`src/rtl/fifo_pkg.sv`:
```
// rtl/fifo_pkg.sv - shared types and helpers for the FIFO write-side arbiter
package fifo_pkg;

  typedef enum logic {
    IDLE  = 1'b0,
    GRANT = 1'b1
  } arb_state_t;

  // $clog2 that never returns 0, so a 1-entry index still has a bit
  function automatic int clog2_min1(input int n);
    return (n <= 2) ? 1 : $clog2(n);
  endfunction

  // The arbiter's Space term assumes the FIFO raises almost-full one entry
  // before Full, i.e. the FIFO is built with i_AF_Level = DEPTH - 1.
  localparam int AF_LEVEL_MARGIN = 1;

  function automatic int af_level_for_depth(input int depth);
    return depth - AF_LEVEL_MARGIN;
  endfunction

endpackage

```
`src/rtl/fifo_wr_arbiter_if.sv`:
```
// rtl/fifo_wr_arbiter_if.sv - producer handshake and FIFO write-port bundle
interface fifo_wr_arbiter_if #(
  parameter int N_REQ = 2,
  parameter int WIDTH = 8
);
  import fifo_pkg::*;

  localparam int IDX_W = clog2_min1(N_REQ);

  logic [N_REQ-1:0]       i_Req_DV;
  logic [N_REQ*WIDTH-1:0] i_Req_Data;
  logic [N_REQ-1:0]       o_Req_Ready;
  logic [IDX_W-1:0]       o_Grant_Idx;
  logic                   o_Busy;
  logic                   o_Wr_DV;
  logic [WIDTH-1:0]       o_Wr_Data;
  logic                   i_Full;
  logic                   i_AF_Flag;

  modport master (
    input  i_Req_DV, i_Req_Data, i_Full, i_AF_Flag,
    output o_Req_Ready, o_Grant_Idx, o_Busy, o_Wr_DV, o_Wr_Data
  );

  modport slave (
    output i_Req_DV, i_Req_Data, i_Full, i_AF_Flag,
    input  o_Req_Ready, o_Grant_Idx, o_Busy, o_Wr_DV, o_Wr_Data
  );

endinterface

```
`src/rtl/fifo_wr_arbiter_rr_pick.sv`:
```
// rtl/fifo_wr_arbiter_rr_pick.sv - first set request bit at or after a pointer, wrapping
module rr_pick #(
  parameter int N     = 2,
  parameter int IDX_W = 1
) (
  input  logic [N-1:0]     req,
  input  logic [IDX_W-1:0] ptr,
  output logic             found,
  output logic [IDX_W-1:0] idx
);

  always_comb begin
    found = 1'b0;
    idx   = '0;
    for (int i = 0; i < N; i++) begin
      if (!found && req[(int'(ptr) + i) % N]) begin
        found = 1'b1;
        idx   = IDX_W'((int'(ptr) + i) % N);
      end
    end
  end

endmodule

```
`src/rtl/fifo_wr_arbiter.sv`:
```
// rtl/fifo_wr_arbiter.sv - round-robin burst arbiter sharing one FIFO write port
module fifo_wr_arbiter
  import fifo_pkg::*;
#(
  parameter int N_REQ     = 2,
  parameter int WIDTH     = 8,
  parameter int MAX_BURST = 4
) (
  input  logic               i_Clk,
  input  logic               i_Rst_L,
  fifo_wr_arbiter_if.master  bus
);

  localparam int IDX_W = clog2_min1(N_REQ);
  localparam int CNT_W = clog2_min1(MAX_BURST + 1);

  arb_state_t       state;
  logic [IDX_W-1:0] rr_ptr;
  logic [IDX_W-1:0] grant_idx;
  logic [CNT_W-1:0] burst_cnt;
  logic             busy_q;
  logic             wr_dv_q;
  logic [WIDTH-1:0] wr_data_q;

  logic             pick_found;
  logic [IDX_W-1:0] pick_idx;
  logic             space;
  logic             dv_g;
  logic             xfer;
  logic             release_grant;
  logic [IDX_W-1:0] next_ptr;
  logic [WIDTH-1:0] sel_data;

  rr_pick #(
    .N     (N_REQ),
    .IDX_W (IDX_W)
  ) u_rr_pick (
    .req   (bus.i_Req_DV),
    .ptr   (rr_ptr),
    .found (pick_found),
    .idx   (pick_idx)
  );

  // With AF at DEPTH-1, one accepted word plus one registered write in flight
  // always fits, so only stall on AF when a write is already in flight.
  assign space = !bus.i_Full && (!bus.i_AF_Flag || !wr_dv_q);

  assign dv_g     = bus.i_Req_DV[grant_idx];
  assign sel_data = bus.i_Req_Data[int'(grant_idx)*WIDTH +: WIDTH];
  assign xfer     = (state == GRANT) && dv_g && space;

  // Back-pressure alone never releases; only an idle requester or a full burst does.
  assign release_grant = (state == GRANT) &&
                         (!dv_g || (xfer && burst_cnt == CNT_W'(MAX_BURST - 1)));

  assign next_ptr = (grant_idx == IDX_W'(N_REQ - 1)) ? '0 : grant_idx + 1'b1;

  assign bus.o_Req_Ready = ((state == GRANT) && space) ? (N_REQ'(1) << grant_idx) : '0;
  assign bus.o_Grant_Idx = grant_idx;
  assign bus.o_Busy      = busy_q;
  assign bus.o_Wr_DV     = wr_dv_q;
  assign bus.o_Wr_Data   = wr_data_q;

  always_ff @(posedge i_Clk) begin
    if (!i_Rst_L) begin
      state     <= IDLE;
      rr_ptr    <= '0;
      grant_idx <= '0;
      burst_cnt <= '0;
      busy_q    <= 1'b0;
      wr_dv_q   <= 1'b0;
      wr_data_q <= '0;
    end else begin
      wr_dv_q <= xfer;
      if (xfer) begin
        wr_data_q <= sel_data;
      end

      case (state)
        IDLE: begin
          if (pick_found) begin
            state     <= GRANT;
            grant_idx <= pick_idx;
            burst_cnt <= '0;
            busy_q    <= 1'b1;
          end
        end
        GRANT: begin
          if (release_grant) begin
            state     <= IDLE;
            busy_q    <= 1'b0;
            burst_cnt <= '0;
            rr_ptr    <= next_ptr;
          end else if (xfer) begin
            burst_cnt <= burst_cnt + 1'b1;
          end
        end
        default: begin
          state <= IDLE;
        end
      endcase
    end
  end

endmodule

```
`src/flat_wrapper.sv`:
```
// flat-port wrapper written by rule: the top's interface ports become plain ports
module fifo_wr_arbiter_flat import fifo_pkg::*;
#(
  parameter int N_REQ     = 2,
  parameter int WIDTH     = 8,
  parameter int MAX_BURST = 4
)
  (i_Clk, i_Rst_L, bus_i_Req_DV, bus_i_Req_Data, bus_i_Full, bus_i_AF_Flag, bus_o_Req_Ready, bus_o_Grant_Idx, bus_o_Busy, bus_o_Wr_DV, bus_o_Wr_Data);
  fifo_wr_arbiter_if #(.N_REQ(N_REQ), .WIDTH(WIDTH)) bus_i ();
  input  logic i_Clk;
  input  logic i_Rst_L;
  input wire logic [$bits(bus_i.i_Req_DV)-1:0] bus_i_Req_DV;
  input wire logic [$bits(bus_i.i_Req_Data)-1:0] bus_i_Req_Data;
  input wire logic [$bits(bus_i.i_Full)-1:0] bus_i_Full;
  input wire logic [$bits(bus_i.i_AF_Flag)-1:0] bus_i_AF_Flag;
  output wire logic [$bits(bus_i.o_Req_Ready)-1:0] bus_o_Req_Ready;
  output wire logic [$bits(bus_i.o_Grant_Idx)-1:0] bus_o_Grant_Idx;
  output wire logic [$bits(bus_i.o_Busy)-1:0] bus_o_Busy;
  output wire logic [$bits(bus_i.o_Wr_DV)-1:0] bus_o_Wr_DV;
  output wire logic [$bits(bus_i.o_Wr_Data)-1:0] bus_o_Wr_Data;
  assign bus_i.i_Req_DV = bus_i_Req_DV;
  assign bus_i.i_Req_Data = bus_i_Req_Data;
  assign bus_i.i_Full = bus_i_Full;
  assign bus_i.i_AF_Flag = bus_i_AF_Flag;
  assign bus_o_Req_Ready = bus_i.o_Req_Ready;
  assign bus_o_Grant_Idx = bus_i.o_Grant_Idx;
  assign bus_o_Busy = bus_i.o_Busy;
  assign bus_o_Wr_DV = bus_i.o_Wr_DV;
  assign bus_o_Wr_Data = bus_i.o_Wr_Data;
  fifo_wr_arbiter #(.N_REQ(N_REQ), .WIDTH(WIDTH), .MAX_BURST(MAX_BURST)) u_core (.i_Clk(i_Clk), .i_Rst_L(i_Rst_L), .bus(bus_i));
endmodule
```
`config.mk`:
```
export PLATFORM = sky130hd
export DESIGN_NAME = fifo_wr_arbiter_flat
export DESIGN_NICKNAME = d
export VERILOG_FILES = /design/src/rtl/fifo_pkg.sv /design/src/rtl/fifo_wr_arbiter_if.sv /design/src/rtl/fifo_wr_arbiter_rr_pick.sv /design/src/rtl/fifo_wr_arbiter.sv /design/src/flat_wrapper.sv
export SDC_FILE = /design/constraint.sdc
export NUM_CORES = 1
export LEC_CHECK = 0
export CAP_MARGIN = 20
export CORE_MARGIN = 3
export CORE_UTILIZATION = 44
export CTS_BUF_LIST = sky130_fd_sc_hd__clkbuf_16
export DETAILED_ROUTE_END_ITERATION = 7
export DONT_BUFFER_PORTS = 1
export PLACE_DENSITY = 0.62
export SLEW_MARGIN = 20
export SYNTH_ARGS = -nofsm -noshare
export SYNTH_HDL_FRONTEND = slang
export SYNTH_HIERARCHICAL = 1
export SYNTH_SLANG_ARGS = --single-unit
```
`constraint.sdc`:
```
create_clock -name i_Clk -period 1.43 [get_ports i_Clk]
set_input_delay 0.286 -clock i_Clk [delete_from_list [all_inputs] [get_ports i_Clk]]
set_output_delay 0.286 -clock i_Clk [all_outputs]
set_load 0.01 [all_outputs]
```
# --- Word level (Yosys, flattened, before mapping) ---
# Index checks and enable logic that the tools add are counted.
classes:
  addsub: 3
  mux: 23
  n_eq_ne: 4
  shifts: 2
  order_cmp: 3
  reduce_logical: 18
  bitwise_logic: 2
op_table:
  columns: ["op", "count"]
  rows:
  - ["2-to-1 mux 1 bit", 16]
  - ["indexed part select 16 x 5 -> 8 bit", 1]
  - ["2-to-1 mux 3 bit", 3]
  - ["AND reduction 2 bit", 4]
  - ["logical AND 1 bit", 7]
  - ["one-hot mux 3 bit (2 select lines)", 1]
  - ["logical NOT 1 bit", 5]
  - ["less-than comparator 1 x 2 -> 1 bit, second input constant", 2]
  - ["one-hot mux 1 bit (2 select lines)", 2]
  - ["adder 3 x 1 -> 3 bit, second input constant", 1]
  - ["== test 3 x 2 -> 1 bit, second input constant", 1]
  - ["less-than comparator 2 x 3 -> 1 bit, second input constant", 1]
  - ["inequality test 3 bit, second input constant", 1]
  - ["adder 1 bit, second input constant", 2]
  - ["logical OR 1 bit", 2]
  - ["2-to-1 mux 2 bit", 1]
  - ["inequality test 2 x 1 -> 1 bit, second input constant", 1]
  - ["inequality test 2 bit, second input constant", 1]
  - ["<< shifter 1 x 1 -> 2 bit, first input constant", 1]
  - ["AND 1 bit, first input constant", 1]
  - ["NOT 1 bit", 1]
word_totals:
  regBits: 16

# --- Depth between registers and ports, before layout ---
# Gate-level depths: netlist of the first run.
depth:
  depth_word: 9
  ltp_mapped: 6
  depth_no_buf: 6

# --- Modules after synthesis ---
# The synthesis of the first run kept the hierarchy.
modules_own_cells:
  columns: ["module", "instances", "area_per_inst_um2", "cells_each"]
  rows:
  - ["fifo_wr_arbiter", 1, 789.5, 88]
  - ["rr_pick", 1, 17.5, 3]

# --- Worst setup path before layout of the first run ---
# No wires, ideal clock.
synth_timing:
  kind: "reg2reg"
  start: "register u_core.grant_idx, in the netlist u_core/bus.o_Grant_Idx"
  end: "register u_core.wr_data_q[0], in the netlist u_core/bus.o_Wr_Data[0]"
  t_required_ns: 1.314
  n_path_buf: 2
  setup_slack_ns: 0.121
  period_less_slack_ns: 1.309
  setup_time_ns: 0.116
  path_stages_with_launch: 6
  arrival_ns: 1.192
  cell_sequence: "dfxtp_1 -> buf_4 -> mux2i_1 -> nor3_2 -> buf_2 -> o211a_1"
synth_between:
  elab_chain_len: 4
  word_cells_on_any_way: 5
  classes_between: "shift (1); mux (2); reduce/logical (2)"
synth_lines:
  columns: ["element", "line", "text"]
  rows:
  - ["start, declared", "fifo_wr_arbiter.sv:19", "logic [IDX_W-1:0] grant_idx;"]
  - ["start signal, assigned", "fifo_wr_arbiter.sv:83", "grant_idx <= pick_idx;"]
  - ["parallel branches: the longest is 4 deep, another holds indexed part select 16 x 5 -> 8 bit", null, null]
  - ["end signal, assigned", "fifo_wr_arbiter.sv:76", "wr_data_q <= sel_data;"]
  - ["end, declared", "fifo_wr_arbiter.sv:23", "logic [WIDTH-1:0] wr_data_q;"]
# Several ways; the timed one is not identified. The select of a mux whose other input is x is not followed.
# A chain may end at the register's enable or synchronous reset.

# --- Final worst setup path of the first run ---
layout_timing:
  start: "register u_core.wr_dv_q, in the netlist u_core/bus.o_Wr_DV"
  end: "output bus_o_Req_Ready[0]"
layout_between:
  elab_chain_len: 5
layout_lines:
  columns: ["element", "line", "text"]
  rows:
  - ["start, declared", "fifo_wr_arbiter.sv:22", "logic wr_dv_q;"]
  - ["start signal, assigned", "fifo_wr_arbiter.sv:74", "wr_dv_q <= xfer;"]
  - ["logical NOT 1 bit", "fifo_wr_arbiter.sv:46", "assign space = !bus.i_Full && (!bus.i_AF_Flag || !wr_dv_q);"]
  - ["logical OR 1 bit", "fifo_wr_arbiter.sv:46", null]
  - ["logical AND 1 bit", "fifo_wr_arbiter.sv:46", null]
  - ["logical AND 1 bit", "fifo_wr_arbiter.sv:58", "assign bus.o_Req_Ready = ((state == GRANT) && space) ? (N_REQ'(1) << grant_idx) : '0;"]
  - ["2-to-1 mux 2 bit", "fifo_wr_arbiter.sv:58", null]
  - ["end, declared", "flat_wrapper.sv:16", "output wire logic [$bits(bus_i.o_Req_Ready)-1:0] bus_o_Req_Ready;"]
# Every way passes these cells.

==> run metrics, run 1 <==
Overflow after GRT 0; postcts setup bufs 0; clock tree sinks 16; hpwl dp ~1200 µm; drt first pass iters 4; #FFs+latches synth 16; CP Capture Type output port; Netlist Area Pre-Place approximately 810 µm²; reg2reg start u_core/bus.o_Wr_DV$_SDFF_PN0_; GPL Wtd Cong between 0.7 and 0.8; syn nets ~120; crit path kind reg2out; CTS tree built; Starting Density 0.501; Longest Clk Path Bufs 2; num rows 14; Die ar. 0.00238 mm²; DR vias around 640; final cell count without fillers ~120; Crit Path Max Fanout 4; vias in the first global route between 600 and 700; sequential-to-total area share from yosys stat 0.397; CP Data Required Time between 1 and 1.5 ns; final hold violations 0; share of cells above drive strength 1 0.120; Max VDD drop 0.632 mV; Tightest Hold Check Type in2reg; Die W 48.8 µm; first-pass GRT wire length about 2800 µm; H-tree depth 1; fin. max-slew vios 0; setup violators final 0; overall routing resource usage 0.156; fin crit period 1.41 ns; Syn-to-layout area delta 14.9%; Routed Antenna Nets 0; final worst-path cycle share 0.986; post-synthesis cell type count 24; startpoint type of the worst setup path flop; initial drt markers 10; Max stage delay on crit path roughly 0.37 ns; Worst EP arrival about 1.1 ns; wire per inst about 14 µm; highest-delay cell along the critical path dfxtp_1; clk root buf clkbuf_16; DRC violation count after routing 0; cell area power density 1230 mW/mm²; WP buf/inv 0; Worst Skew 0.00216 ns; Num CTS Buffers 3; core area 0.00161 mm²; I/O Pins 35; Reg clk slew, reported paths ~0.050 ns; commonest non-fill, non-tap cell in the layout nand2_1; Post-Synthesis Cells approximately 90; worst flop-to-flop path endpoint u_core/bus.o_Wr_Data[0]$_SDFFE_PN0P_; status completed; Min-Delay Path Depth 1; worst-skew pair later-pin latency ~0.25 ns; pin count of the biggest net entering global routing 18; DR vias/cell 5.54; Static Leakage 0.000431 µW; worst slew pin tran about 0.29 ns; Routed WL approximately 1700 µm; placed cell count 113; Yosys warning total 6; Worst path top cell family by delay flip-flops; Die Ht 48.8 µm; reg2reg setup slack 0.10 ns; # diodes 0; Port Buffers 0; Syn Area/Cell roughly 8.9 µm²; Cell Chain, Critical Path a21oi_4 -> nand2_1 -> nor2_2; cts hold-fix bufs 0; FF-to-FF path depth 5; f_max 709 MHz; Hold Worst Slack about 0.16 ns; maxcap violations 0; Relative slew margins 0.803; fin nets roughly 120; Hold Crit Endpoint u_core/bus.o_Wr_DV$_SDFF_PN0_; worst hold path startpoint i_Rst_L; antenna violations before repair 0; leading cell types in the layout, fill and taps excluded 17 x nand2_1, 16 x dfxtp_1, 9 x mux2i_1, 8 x o211a_1; fillers around 150
==> worst max path at each step <==
stage,startpoint,endpoint,cells after the start
floorplan,u_core/bus.o_Grant_Idx$_SDFFE_PN0P_,u_core/bus.o_Wr_Data[0]$_SDFFE_PN0P_,5
detailed placement,u_core/bus.o_Wr_DV$_SDFF_PN0_,u_core/bus.o_Wr_Data[2]$_SDFFE_PN0P_,5
finish,u_core/bus.o_Wr_DV$_SDFF_PN0_,bus_o_Req_Ready[0],3
global route,u_core/bus.o_Wr_DV$_SDFF_PN0_,bus_o_Req_Ready[0],3
CTS,u_core/bus.o_Wr_DV$_SDFF_PN0_,bus_o_Req_Ready[0],3
global placement,u_core/bus.o_Wr_DV$_SDFF_PN0_,u_core/bus.o_Wr_Data[5]$_SDFFE_PN0P_,5
==> power by group <==
group / total, µW / leakage, µW / switching, µW / internal, µW
Combinational: 111 / 0.000263 / 59.0 / 51.8
Sequential: 492 / 0.000131 / 21.8 / 470
Clock: 535 / 0.0000370 / 168 / 367
Total: 1140 / 0.000431 / 249 / 888
==> kinds of logic (layout without fill, tap and decap cells) <==
group	after synthesis	after routing	share of synthesized area
AND/OR/NAND/NOR	32	32	0.188
AO/OA/AOI/OAI	22	22	0.214
flip-flops	16	16	0.397
buffers and inverters	10	11	0.0589
multiplexers	9	9	0.112
adder cells (fa/ha/maj)	2	2	0.0310
==> cell usage after synthesis <==
cell type / n / area (µm²)
nor2b_1: 2 / 12.5
a21oi_1: 4 / 20.0
mux2i_1: 9 / 90.1
or2_1: 1 / 6.26
o21ai_0: 2 / 10.0
nand4_1: 4 / 25.0
and2_1: 1 / 6.26
and3_1: 1 / 6.26
nor2_1: 4 / 15.0
dfxtp_1: 16 / 320
a21o_1: 1 / 7.51
a31oi_1: 1 / 6.26
o211a_1: 8 / 80.1
buf_4: 2 / 15.0
a21boi_1: 3 / 22.5
nand2b_1: 1 / 6.26
ha_1: 2 / 25.0
a21boi_0: 2 / 15.0
buf_2: 2 / 10.0
inv_1: 4 / 15.0
clkbuf_1: 2 / 7.51
o221a_2: 1 / 11.3
nand2_1: 17 / 63.8
nor3_2: 1 / 10.0
==> stage by stage <==
stage / util / TNS (ns) / total power, µW / area (µm²) / setup slack (ns)
2_1_floorplan: - / 0 / 590 / 807 / 0.121
3_3_place_gp: 0.518 / 0 / 605 / 835 / 0.159
3_5_place_dp: 0.518 / 0 / 608 / 835 / 0.142
4_1_cts: 0.568 / 0 / 1150 / 916 / 0.0132
5_1_grt: 0.575 / -0.0145 / 1180 / 927 / -0.0145
6_report: 0.575 / 0 / 1140 / 927 / 0.0194
==> flip-flops by register name (all words and copies together), names as in the netlist <==
name / count
u_core/burst_cnt: 3
u_core/bus.o_Busy: 1
u_core/bus.o_Wr_Data: 8
u_core/rr_ptr: 1
u_core/bus.o_Wr_DV: 1
u_core/bus.o_Grant_Idx: 1
u_core/state: 1
==> final cells by class <==
class / count / area [µm²] / share of cell area
Multi-Input combinational cell: 65 / 453 / 0.489
Sequential cell: 16 / 320 / 0.345
Clock buffer: 3 / 75.1 / 0.0810
Timing Repair Buffer: 4 / 33.8 / 0.0364
Tap cell: 24 / 30.0 / 0.0324
Inverter: 4 / 15.0 / 0.0162
==> routing by layer <==
metal / part of all wire / track usage / wire, µm
met3: 0.10 / 0.0795 / 172
met4: 0.030 / 0.114 / 50
met1: 0.41 / 0.165 / 688
met5: 0 / 0 / 0
met2: 0.45 / 0.238 / 758
==> timing repair <==
item,4_1_cts,5_1_grt
pin swaps,0,1
cloned,0,0
gates resized for setup,2,2
endpoints found under the setup margin,2,2
No activity file was read; power rests on OpenSTA's default activity.
==> inputs of run 2 (changes only) <==
- CORE_MARGIN: 3 -> unset
==> run 2 against run 1 <==
Cell count is 0.86% higher. Fmax is 2.1% higher. Via count is 1.2% lower. Register-to-register slack hardly changed. Critical path type unchanged.
==> run metrics, run 2 (same netlist as run 1, synthesis figures left out) <==
Routed WL 1650 µm (-0.96%); Routed Antenna Nets 0 (unchanged); hpwl dp 1170 µm (-2.0%); Worst EP arrival 1.10 ns (-0.02 ns); Die ar. 0.00201 mm² (-16%); CP Data Required Time 1.14 ns (about the same); crit path kind reg2out; Hold Worst Slack 0.164 ns (+0.000322 ns); Max VDD drop 0.497 mV (-21%); Sw Share 0.222 (+0.00316); drt first pass iters 3 (-1); wire per inst 14.1 µm (-1.8%); end of the critical path bus_o_Req_Ready[1]; area occupied by multi-input gates 455 µm² (+0.55%); Num CTS Buffers 3 (unchanged); Syn-to-layout area delta 16.4%; max FFs per register 8 (unchanged); Worst Skew 0.00307 ns (+0.000915 ns); GPL Wtd Cong 0.783 (+1.1%); f_max 724 MHz (+2.1%); Net Sw Power 254 µW (+2.1%); clock tree sinks 16 (unchanged); clock network fraction of total power 0.468 (-0.002); fin nets 118 (unchanged); placed cell count 114 (+0.88%); worst flop-to-flop path endpoint u_core/bus.o_Wr_Data[1]$_SDFFE_PN0P_; met3 wire length 127 µm (-26%); Logic pwr share 0.103 (+0.006); status completed; CTS tree built; final cell count without fillers 117 (+0.86%); final worst-path cycle share 0.966 (-0.0202); overall routing resource usage 0.193 (+0.0370); Fin Setup TNS 0 ns (unchanged); Reg clk slew, reported paths 0.05 ns (about the same); leading cell types in the layout, fill and taps excluded 16 x nand2_1, 16 x dfxtp_1, 9 x mux2i_1, 8 x o211a_1; Starting Density 0.467 (-0.0334); Longest Clk Path Bufs 2 (unchanged); internal power 890 µW (+0.27%); fin crit period 1.38 ns (-0.0289 ns); Relative slew margins 0.765 (-0.0377); initial drt markers 14 (+4); Crit. Startpoint u_core/bus.o_Grant_Idx$_SDFFE_PN0P_; setup violators final 0 (unchanged); postcts setup bufs 0 (unchanged); maxcap violations 0 (unchanged); RSZ-0062 raised after global routing false; register area 320 µm² (unchanged); DRC violation count after routing 0 (unchanged); uppermost layer routed met4; dpl ws 0.0701 ns (-0.0717 ns); vias in the first global route 630 (-0.63%); H-tree depth 1 (unchanged); Max stage delay on crit path 0.34 ns (-0.03 ns); clk root buf clkbuf_16; CP Capture Type output port; Tightest Hold Check Type in2reg; DR vias 635 (-1.2%); core area 0.00173 mm² (+7.1%); share of cells above drive strength 1 0.130 (+0.0109); # diodes 0 (unchanged); startpoint type of the worst setup path flop; FF-to-FF path depth 5 (unchanged); Crit Path Max Fanout 13 (+9); final hold violations 0 (unchanged); I/O Pins 35 (unchanged); fin. max-slew vios 0 (unchanged); highest-delay cell along the critical path dfxtp_1; Port Buffers 0 (unchanged); first-pass GRT wire length 2730 µm (-1.5%); Cell Chain, Critical Path buf_4 -> and3_1; Reg power frac 0.429 (-0.003); overall power 1140 µW (+0.67%); wire length on met2 767 µm (+1.2%); cts hold-fix bufs 0 (unchanged); pin count of the biggest net entering global routing 18 (unchanged); cell area power density 1220 mW/mm² (-0.67%); Static Leakage 0.000433 µW (+0.62%); Overflow after GRT 0 (unchanged); num rows 15 (+1); Die W 44.8 µm (-8.2%); reg2reg setup slack 0.10 ns (about the same); worst-skew pair later-pin latency 0.25 ns (about the same); fillers 170 (+10%); antenna violations before repair 0 (unchanged); reg2reg start u_core/bus.o_Wr_DV$_SDFF_PN0_; DR vias/cell 5.43 (-2.1%); M1 wire length 730 µm (+6.1%); Die Ht 44.8 µm (-8.2%); worst slew pin tran 0.343 ns (+0.0550 ns); final setup margin 0.0483 ns (+0.0289 ns)
-- run 2: cell type report --
cell class	count	area share
Inverter	4	0.0160
Multi-Input combinational cell	65	0.485
Clock buffer	3	0.0799
Sequential cell	16	0.341
Tap cell	25	0.0333
Timing Repair Buffer	4	0.0453
-- run 2: layer usage --
metal	global-route usage	up-vias
met2	0.329	24
met4	0.0727	0
li1	-	323
met5	0	-
met3	0.0720	2
met1	0.220	286
-- run 2: power groups by stage --
stage          clock (µW)  combinational [µW]  sequential [µW]
4_1_cts               542                 118              492
5_1_grt               562                 131              494
2_1_floorplan           0                93.8              497
3_5_place_dp            0                 115              500
3_3_place_gp            0                 112              499
6_report              535                 118              491
-- run 2: what timing repair did --
action	in CTS	in global routing
setup endpoints to repair	2	1
endpoints found under the hold margin	0	0
resized for setup	3	1
pin swaps	0	1
-- run 2: how the worst min path moves through the flow --
stage / depth (start not counted) / slack [ns] / to / startpoint
6_report: 1 / 0.16 / u_core/bus.o_Wr_DV$_SDFF_PN0_ / i_Rst_L
5_1_grt: 1 / 0.16 / u_core/bus.o_Wr_DV$_SDFF_PN0_ / i_Rst_L
4_1_cts: 1 / 0.16 / u_core/bus.o_Wr_DV$_SDFF_PN0_ / i_Rst_L
3_5_place_dp: 1 / 0.42 / u_core/bus.o_Wr_DV$_SDFF_PN0_ / i_Rst_L
3_3_place_gp: 1 / 0.41 / u_core/bus.o_Wr_DV$_SDFF_PN0_ / i_Rst_L
2_1_floorplan: 1 / 0.41 / u_core/state$_SDFF_PN0_ / i_Rst_L
-- run 2: worst max-delay path, delay by kind of cell, from the launching register on --
kind	cells	cell delay, ns
DFF	1	0.34
and+or+nand+nor	1	0.25
buffers and inverters	1	0.26
-- run 2: per-stage QoR --
stage	cell area [µm²]	util
4_1_cts	937	0.543
3_3_place_gp	848	0.491
5_1_grt	940	0.544
6_report	940	0.544
2_1_floorplan	807	-
3_5_place_dp	848	0.491
==> inputs of run 3 (changes only) <==
==> constraint.sdc (replaced) <==
create_clock -name i_Clk -period 1.43 [get_ports i_Clk]
set_input_delay 0.143 -clock i_Clk [delete_from_list [all_inputs] [get_ports i_Clk]]
set_output_delay 0.143 -clock i_Clk [all_outputs]
set_load 0.01 [all_outputs]
==> run 3 against run 2 <==
Flip-flop and latch count stayed put. Largest cell class unchanged. Power is 0.12% higher. Largest power group unchanged. Highest routed layer unchanged. Worst hold slack worse by 0.14 ns. First-iteration DRC count is 14% lower. Critical path depth is 1 higher. Worst setup slack better by 0.036 ns. Via count is 4.3% higher. Sequential share of layout area is 0.79 points higher. Die area stayed put.
==> run metrics, run 3 (same netlist as run 1, synthesis figures left out) <==
internal power 890 µW (about the same); share of cells above drive strength 1 0.108 (-0.0229); final cell count without fillers 118 (+0.85%); Relative slew margins 0.794 (+0.0288); Fin Setup TNS 0 ns (unchanged); fin nets 118 (unchanged); postcts setup bufs 0 (unchanged); clock network fraction of total power 0.475 (+0.007); CP Data Required Time 1.29 ns (+0.15 ns); area occupied by multi-input gates 443 µm² (-2.7%); Die ar. 0.00201 mm² (unchanged); # diodes 0 (unchanged); pin count of the biggest net entering global routing 18 (unchanged); overall routing resource usage 0.175 (-0.0182); Worst Skew 0.000667 ns (-0.00240 ns); I/O Pins 35 (unchanged); wire per inst 13.7 µm (-3.2%); leading cell types in the layout, fill and taps excluded 17 x nand2_1, 16 x dfxtp_1, 9 x mux2i_1, 8 x o211a_1; Worst EP arrival 1.20 ns (+0.10 ns); vias in the first global route 608 (-3.5%); Max VDD drop 0.660 mV (+33%); RSZ-0062 raised after global routing false; Crit Path Max Fanout 4 (-9); Routed Antenna Nets 0 (unchanged); final worst-path cycle share 0.941 (-0.0254); Static Leakage 0.000430 µW (-0.77%); fin. max-slew vios 0 (unchanged); startpoint type of the worst setup path flop; Overflow after GRT 0 (unchanged); Syn-to-layout area delta 13.8%; Tightest Hold Check Type in2reg; placed cell count 114 (unchanged); final hold violations 0 (unchanged); cts hold-fix bufs 0 (unchanged); Die Ht 44.8 µm (unchanged); cell area power density 1250 mW/mm² (+2.4%); setup violators final 0 (unchanged); clk root buf clkbuf_16; Die W 44.8 µm (unchanged); register area 320 µm² (unchanged); CTS tree built; Max stage delay on crit path 0.35 ns (about the same); Routed WL 1610 µm (-2.4%); WP buf/inv 0 (-1); Reg clk slew, reported paths 0.05 ns (about the same); num rows 15 (unchanged); max FFs per register 8 (unchanged); status completed; Starting Density 0.467 (unchanged); drt first pass iters 4 (+1); worst-skew pair later-pin latency 0.24 ns (about the same); Logic pwr share 0.097 (-0.006); GPL Wtd Cong 0.821 (+4.8%); Reg power frac 0.428 (about the same); clock tree sinks 16 (unchanged); maxcap violations 0 (unchanged); f_max 743 MHz (+2.7%); Net Sw Power 256 µW (+0.79%); core area 0.00173 mm² (unchanged); first-pass GRT wire length 2600 µm (-4.6%); Num CTS Buffers 3 (unchanged); Cell Chain, Critical Path a21oi_2 -> nand2_1 -> nor2_1; highest-delay cell along the critical path dfxtp_1; Longest Clk Path Bufs 2 (unchanged); DR vias/cell 5.61 (+3.4%); CP Capture Type output port; Port Buffers 0 (unchanged); worst slew pin tran 0.301 ns (-0.0420 ns); DRC violation count after routing 0 (unchanged); DR vias 662 (+4.3%); H-tree depth 1 (unchanged); hpwl dp 1130 µm (-3.3%); fin crit period 1.35 ns (-0.0363 ns); Sw Share 0.224 (+0.00149); Worst path top cell family by delay simple AND/OR/NAND/NOR gates; antenna violations before repair 0 (unchanged); crit path kind reg2out; fillers 175 (+2.9%); commonest non-fill, non-tap cell in the layout nand2_1; initial drt markers 12 (-2)
==> run 3: cell types whose count changed in the layout (fill, tap and decap cells not counted) <==
cell,previous run,this run
nor2_1,3,4
clkinv_1,0,1
nand2_1,16,17
buf_12,1,0
a21oi_2,0,1
nor2_2,1,0
a21oi_4,1,0
nand2_2,1,0
buf_4,3,4
==> run 3: worst paths after layout <==
check / depth (start not counted) / slack, ns / startpoint / to
setup / recovery: 3 / 0.08 / u_core/bus.o_Wr_DV$_SDFF_PN0_ / bus_o_Req_Ready[0]
hold / removal: 1 / 0.02 / i_Rst_L / u_core/bus.o_Wr_DV$_SDFF_PN0_
setup reg to reg: 5 / 0.14 / u_core/bus.o_Wr_DV$_SDFF_PN0_ / u_core/bus.o_Wr_Data[2]$_SDFFE_PN0P_
hold reg to reg: 2 / 0.47 / u_core/burst_cnt[2]$_SDFFE_PN0P_ / u_core/burst_cnt[2]$_SDFFE_PN0P_
==> run 3: metrics by stage <==
stage | cell area [µm²] | total power (µW) | hold WS [ns] | worst slack (ns) | util
floorplan | 807 | 590 | 0.271 | 0.121 | -
global placement | 836 | 608 | 0.271 | 0.199 | 0.484
detailed placement | 836 | 609 | 0.273 | 0.167 | 0.484
CTS | 918 | 1160 | 0.0208 | 0.0906 | 0.532
global route | 918 | 1200 | 0.0235 | 0.0362 | 0.532
finish | 918 | 1150 | 0.0224 | 0.0846 | 0.532
==> run 3: repair_timing <==
| item | in CTS | in global routing |
|---|---|---|
| endpoints found under the setup margin | 1 | 0 |
| endpoints found under the hold margin | 0 | 0 |
| resized for setup | 1 | 0 |
==> run 3: final cells by class <==
type,instances,share of cell area
multi-input combinational,65,0.482
tap,25,0.0341
inverter,4,0.0163
sequential,16,0.349
clock inverter,1,0.00409
clock buffer,3,0.0817
timing repair buffer,4,0.0327
==> run 3: power by group through the flow <==
| stage | clock network [µW] | registers, µW | logic, µW |
|---|---|---|---|
| CTS | 555 | 490 | 111 |
| detailed placement | 0 | 499 | 109 |
| floorplan | 0 | 497 | 93.8 |
| global route | 578 | 493 | 125 |
| finish | 544 | 490 | 111 |
| global placement | 0 | 499 | 109 |
==> run 3: per-layer routing <==
layer  vias up  part of all wire  GRT usage
met4         0             0.012     0.0667
li1        324                 -          -
met5         -                 0          0
met3         4             0.093     0.0600
met2        33              0.47      0.282
met1       301              0.43      0.215
